## src/rtl/lsu_pkg.sv

```systemverilog
// Shared definitions for the load/store unit: access sizes, FSM states, data width.
package lsu_pkg;

  localparam int XLEN = 32;

  typedef enum logic [1:0] {
    SIZE_B = 2'b00,
    SIZE_H = 2'b01,
    SIZE_W = 2'b10,
    SIZE_X = 2'b11
  } size_e;

  typedef enum logic [1:0] {
    ST_IDLE = 2'd0,
    ST_RD   = 2'd1,
    ST_WR   = 2'd2,
    ST_RESP = 2'd3
  } state_e;

endpackage

```

## src/rtl/lsu_align.sv

```systemverilog
// Lane handling: extracts and extends a byte/half for loads, merges a byte/half into a word for stores.
module lsu_align
  import lsu_pkg::*;
(
  input  logic [XLEN-1:0] word,
  input  logic [XLEN-1:0] wdata,
  input  logic [1:0]      offset,
  input  size_e           size,
  input  logic            is_unsigned,
  output logic [XLEN-1:0] load_data,
  output logic [XLEN-1:0] store_data
);

  logic [7:0]  lane_b;
  logic [15:0] lane_h;

  always_comb begin
    lane_b     = word[{offset, 3'b000} +: 8];
    lane_h     = offset[1] ? word[31:16] : word[15:0];
    load_data  = word;
    store_data = wdata;
    case (size)
      SIZE_B: begin
        load_data  = {{24{~is_unsigned & lane_b[7]}}, lane_b};
        store_data = word;
        store_data[{offset, 3'b000} +: 8] = wdata[7:0];
      end
      SIZE_H: begin
        load_data  = {{16{~is_unsigned & lane_h[15]}}, lane_h};
        store_data = offset[1] ? {wdata[15:0], word[15:0]} : {word[31:16], wdata[15:0]};
      end
      default: begin
        load_data  = word;
        store_data = wdata;
      end
    endcase
  end

endmodule

```

## src/rtl/load_store_unit.sv

```systemverilog
// Load/store unit bridging a core request/response port to a single-port word memory.
// Optional LSU_BOUNDS_CHECK_EN flags word indices >= MEM_WORDS as errors.
//
// state   | meaning
// IDLE    | ready for a request
// RD      | memory read strobe, word captured at end of cycle
// WR      | single memory write strobe
// RESP    | response held until rsp_ready
module load_store_unit
  import lsu_pkg::*;
#(
  parameter int MEM_WORDS = 200,
  parameter int IDX_W     = 12
) (
  input  logic            clk,
  input  logic            rst_n,
  input  logic            req_valid,
  output logic            req_ready,
  input  logic            req_we,
  input  logic [1:0]      req_size,
  input  logic            req_unsigned,
  input  logic [XLEN-1:0] req_addr,
  input  logic [XLEN-1:0] req_wdata,
  output logic            rsp_valid,
  input  logic            rsp_ready,
  output logic [XLEN-1:0] rsp_rdata,
  output logic            rsp_err,
  output logic [XLEN-1:0] mem_address,
  output logic [XLEN-1:0] mem_write_data,
  output logic            mem_write_enable,
  output logic            mem_read_enable,
  input  logic [XLEN-1:0] mem_read_data
);

  state_e           state_q, state_d;
  logic             we_q, uns_q, err_q;
  size_e            size_q;
  logic [IDX_W+1:0] addr_q;
  logic [XLEN-1:0]  wdata_q, word_q;
  logic             req_err;
  logic [XLEN-1:0]  load_data, store_data;
  logic             unused_addr;

  assign unused_addr = &{1'b0, req_addr[XLEN-1:IDX_W+2]};

  always_comb begin
    case (size_e'(req_size))
      SIZE_H:  req_err = req_addr[0];
      SIZE_W:  req_err = |req_addr[1:0];
      SIZE_X:  req_err = 1'b1;
      default: req_err = 1'b0;
    endcase
`ifdef LSU_BOUNDS_CHECK_EN
    if ({{(XLEN-IDX_W){1'b0}}, req_addr[IDX_W+1:2]} >= XLEN'(MEM_WORDS)) req_err = 1'b1;
`endif
  end

`ifndef LSU_BOUNDS_CHECK_EN
  logic unused_mem_words;
  assign unused_mem_words = (MEM_WORDS != 0);
`endif

  always_ff @(posedge clk) begin
    if (!rst_n) state_q <= ST_IDLE;
    else        state_q <= state_d;
  end

  always_ff @(posedge clk) begin
    if (!rst_n) begin
      we_q    <= 1'b0;
      uns_q   <= 1'b0;
      err_q   <= 1'b0;
      size_q  <= SIZE_B;
      addr_q  <= '0;
      wdata_q <= '0;
      word_q  <= '0;
    end else begin
      if (state_q == ST_IDLE && req_valid) begin
        we_q    <= req_we;
        uns_q   <= req_unsigned;
        err_q   <= req_err;
        size_q  <= size_e'(req_size);
        addr_q  <= req_addr[IDX_W+1:0];
        wdata_q <= req_wdata;
      end
      if (state_q == ST_RD) word_q <= mem_read_data;
    end
  end

  // Sub-word stores read the word first so untouched lanes are written back unchanged.
  always_comb begin
    state_d = state_q;
    case (state_q)
      ST_IDLE: begin
        if (req_valid) begin
          if (req_err)                             state_d = ST_RESP;
          else if (req_we && req_size == SIZE_W)   state_d = ST_WR;
          else                                     state_d = ST_RD;
        end
      end
      ST_RD:   state_d = we_q ? ST_WR : ST_RESP;
      ST_WR:   state_d = ST_RESP;
      ST_RESP: if (rsp_ready) state_d = ST_IDLE;
      default: state_d = ST_IDLE;
    endcase
  end

  lsu_align u_align (
    .word        (word_q),
    .wdata       (wdata_q),
    .offset      (addr_q[1:0]),
    .size        (size_q),
    .is_unsigned (uns_q),
    .load_data   (load_data),
    .store_data  (store_data)
  );

  // Outputs are gated by rst_n so an asserted reset suppresses a pending write strobe at once.
  always_comb begin
    req_ready        = rst_n && state_q == ST_IDLE;
    rsp_valid        = rst_n && state_q == ST_RESP;
    rsp_err          = rsp_valid && err_q;
    rsp_rdata        = (rsp_valid && !we_q && !err_q) ? load_data : '0;
    mem_read_enable  = rst_n && state_q == ST_RD;
    mem_write_enable = rst_n && state_q == ST_WR;
    mem_address      = (mem_read_enable || mem_write_enable) ?
                       {{(XLEN-IDX_W){1'b0}}, addr_q[IDX_W+1:2]} : '0;
    mem_write_data   = mem_write_enable ? store_data : '0;
  end

endmodule

```

## config.mk

```make
export PLATFORM = sky130hd
export DESIGN_NAME = load_store_unit
export DESIGN_NICKNAME = d
export VERILOG_FILES = /design/src/rtl/lsu_pkg.sv /design/src/rtl/lsu_align.sv /design/src/rtl/load_store_unit.sv
export SDC_FILE = /design/constraint.sdc
export NUM_CORES = 1
export LEC_CHECK = 0
export CORE_ASPECT_RATIO = 2
export CORE_MARGIN = 3
export CORE_UTILIZATION = 39
export CTS_BUF_LIST = sky130_fd_sc_hd__clkbuf_16
export DETAILED_ROUTE_END_ITERATION = 12
export GPL_ROUTABILITY_DRIVEN = 0
export MAX_ROUTING_LAYER = met4
export PLACE_DENSITY = 0.73
export SLEW_MARGIN = 30
export SYNTH_ARGS = -nofsm -noshare
export SYNTH_HDL_FRONTEND = slang
export SYNTH_SLANG_ARGS = --single-unit
```

## constraint.sdc

```tcl
create_clock -name clk -period 6.4 [get_ports clk]
set_input_delay 0.64 -clock clk [delete_from_list [all_inputs] [get_ports clk]]
set_output_delay 0.64 -clock clk [all_outputs]
set_load 0.005 [all_outputs]
```

==> results.md <==
- Metal3 WL: 1.296 mm
- First-pass GRT wire length: 28.84 mm
- Hold Buf Count CTS: 0
- PwrDens: 305.5 nW/µm²
- Die ar.: 14920 µm²
- Fmax: 245.4 MHz
- Pins over their slew limit: 0
- Async S/R FF share, synth: 0%
- Vias: 5520
- Slowest cell on crit path: dfxtp_1
- Pwr Total: 2.188 mW
- CTS max path bufs: 2
- Sequential Area: 1703 µm²
- Max VDD drop: 0.0001881 V
- Antenna violations before repair: 0
- Syn Inst Count: 666
- Overall Global Routing Usage: 26.08%
- Antenna viol nets, final: 0
- Total CTS buffers: 9
- Largest net degree at the start of global routing: 86
- Congestion Overflow GR: 0
- Final Hold Viols: 0
- Routed wl met2: 9.919 mm
- Vias in the first global route: 5418
- Arrival @ worst endpoint: 3.44 ns
- Initial Utilization: 40.03%
- #FFs+latches synth: 85
- Worst Path Buf+Inv: 2
- Post-CTS sizing: 0
- Cell variety after synth: 45
- Quantity of I/O buffers inserted on ports: 166
- Worst-path clk slew: 0.06 ns
- Fraction of layout cells with a size suffix above 1: 6.117%
- Critical path class: reg2out
- Crit path cell chain: inv_1, ha_1, nor3_1, and4_1, a221oi_1, o21ai_0, clkdlybuf4s50_1
- R2R Setup Slk: 4.44 ns
- Syn_area_per_cell: 7.853 µm²
- Unrepaired setup endpoints after global routing: no
- Comb pwr share: 38.3%
- Setup_tns: 0 ns
- Period utilisation layout: 63.68%
- 1st-iter DRT viols: 545
- Nets@finish: 912
- CTS tree: done
- Switching part of the total: 38.95%
- EDFF count, synth: 0
- Post-synth top flop: dfxtp_1
- Post-layout min period: 4.076 ns
- P_int: 1.336 mW
- WL per Instance: 19.99 µm
- Net switching power: 0.8523 mW
- DRC: 0
- Detailed Place HPWL: 14.26 mm
- Sequential share of the synthesized area: 32.54%
- Drt first pass iters: 5
- CTS Root Cell: clkbuf_16
- Run status: finished clean
- Antenna diode count: 0
- Actual slew at the worst max-slew pin: 0.8621 ns
- Number of clock sinks: 85
- Critical Path Fanout Max: 18
- H-tree levels: 3
- Routed WL: 19.05 mm
- Post CTS Setup Buffer Count: 0
- Ys Warns: 0
- Post-Syn Area: 5230 µm²
- Clock skew: 0.006150 ns
- Core box area: 13070 µm²
- Relative slew slack: 42.53%
- # fillers: 1211
- Worst path required time: 5.76 ns
- Top layer in use: met4
- Metal1 wirelength: 6.223 mm
- Hold Crit Class: reg2reg
- Hold slack: 0.4508 ns
- Vias per cell: 5.792
- Crit-path max cell delay: 0.86 ns
- CP Launch Type: flip-flop
- Row count: 59
- IO Pins: 205
- Final setup violation count: 0
- P_leak: 2.603 nW
- Die Wd: 87.89 µm
- Die H: 169.8 µm
- Area Overhead vs Synth: 36.94%
- Reg power frac: 36.9%
- CP endpoint kind: output port
- Top delay family on crit path: flip-flops
- Max Cap Viol: 0
- Clock share of power: 24.9%
- Clk_lat worst skew: 0.34 ns
- Multi-input logic area: 3161 µm²
==> power groups by stage <==
stage	Sequential (mW)	Combinational [mW]	Clock, mW
2_1_floorplan	0.721	0.608	0
6_report	0.807	0.837	0.544
5_1_grt	0.809	0.922	0.578
3_3_place_gp	0.803	0.785	0
3_5_place_dp	0.807	0.829	0
4_1_cts	0.797	0.837	0.556
==> cell usage after synthesis (all sizes together) (2+ instances only) <==
library cell / count / area [µm²]
a311oi: 6 / 52.55
mux2i: 50 / 500.5
a21oi: 65 / 325.3
nor3: 25 / 125.1
and3: 2 / 12.51
clkbuf: 25 / 93.84
nand2b: 2 / 12.51
a22o: 7 / 61.31
o22ai: 7 / 43.79
mux4: 7 / 157.7
inv: 21 / 78.83
dfxtp: 85 / 1702
a21o: 18 / 135.1
nor2: 71 / 269.0
ha: 10 / 125.1
a222oi: 8 / 80.08
a221oi: 25 / 269.0
buf: 45 / 291.5
mux2: 2 / 22.52
and4: 2 / 17.52
and2: 14 / 87.58
nor4: 5 / 58.80
a22oi: 3 / 22.52
nand2: 121 / 461.7
o21ai: 29 / 145.1
==> state kept, by name (all words and copies together), names as in the netlist <==
signal	cells
err_q	1
size_q	2
we_q	1
word_q	32
wdata_q	32
addr_q	14
uns_q	1
state_q	2
==> per-layer routing <==
layer,GRT usage [%],vias up
met3,4.859,105
met2,44.19,294
met1,26.21,2544
li1,-,2577
met4,18.17,0
met5,-,-
==> worst reg2reg max path, stage by stage, from the launching register on <==
cell     delay, ns
dfxtp_1       0.44
inv_1         0.13
ha_1          0.25
nand2_1       0.29
buf_4         0.47
nand2_1       0.12
a21oi_1       0.17
==> through the flow <==
step | utilization [%] | setup slack (ns) | cells | cell area, µm²
6_report | 54.81 | 2.324 | 953 | 7162
5_1_grt | 54.81 | 2.052 | 953 | 7162
4_1_cts | 54.79 | 2.332 | 953 | 7159
3_5_place_dp | 52.48 | 2.524 | 939 | 6857
3_3_place_gp | 52.17 | 2.178 | 938 | 6817
2_1_floorplan | - | 3.899 | 685 | 5301
==> path summary, 6_finish.rpt <==
path | start | end | cells after the start
setup / recovery | addr_q[0]$_SDFFE_PN0P_ | mem_write_data[17] | 7
hold / removal | addr_q[6]$_SDFFE_PN0P_ | addr_q[6]$_SDFFE_PN0P_ | 2
setup reg to reg | state_q[0]$_SDFFE_PN0P_ | wdata_q[28]$_SDFFE_PN0P_ | 6
hold reg to reg | addr_q[6]$_SDFFE_PN0P_ | addr_q[6]$_SDFFE_PN0P_ | 2
==> cells by family after synthesis <==
family,after synthesis,share of synthesized area (%)
mux,59,13.01
fa+ha+maj,10,2.392
flops,85,32.54
other cells,1,0.07170
simple gates,249,20.93
buf+inv,91,8.876
compound gates,171,22.18
==> final cells by class <==
class                      instances  area share, %
sequential                        85          23.78
tap                              152          2.655
multi-input combinational        509          44.13
clock inverter                     5          1.083
timing repair buffer             172          24.11
inverter                          21          1.101
clock buffer                       9          3.145
==> cell usage in the layout (no fill, tap or decap), types with 3 or more instances in the layout <==
cell | synthesis | routed
o21ai_0 | 21 | 21
ha_1 | 10 | 9
o22ai_1 | 7 | 7
clkdlybuf4s50_1 | 0 | 166
nor3_1 | 25 | 25
a221oi_2 | 8 | 8
a222oi_1 | 8 | 8
a21o_1 | 18 | 18
mux2i_1 | 50 | 50
mux4_2 | 7 | 7
a22oi_1 | 3 | 3
buf_4 | 24 | 5
nand2_1 | 120 | 119
a311oi_1 | 6 | 6
nor2_1 | 70 | 68
and2_1 | 14 | 14
conb_1 | 1 | 20
a221oi_1 | 17 | 17
inv_1 | 21 | 20
a22o_1 | 7 | 7
clkbuf_16 | 0 | 9
dfxtp_1 | 85 | 84
a21oi_1 | 65 | 65
o21ai_1 | 8 | 8
No activity file was read; power rests on OpenSTA's default activity.
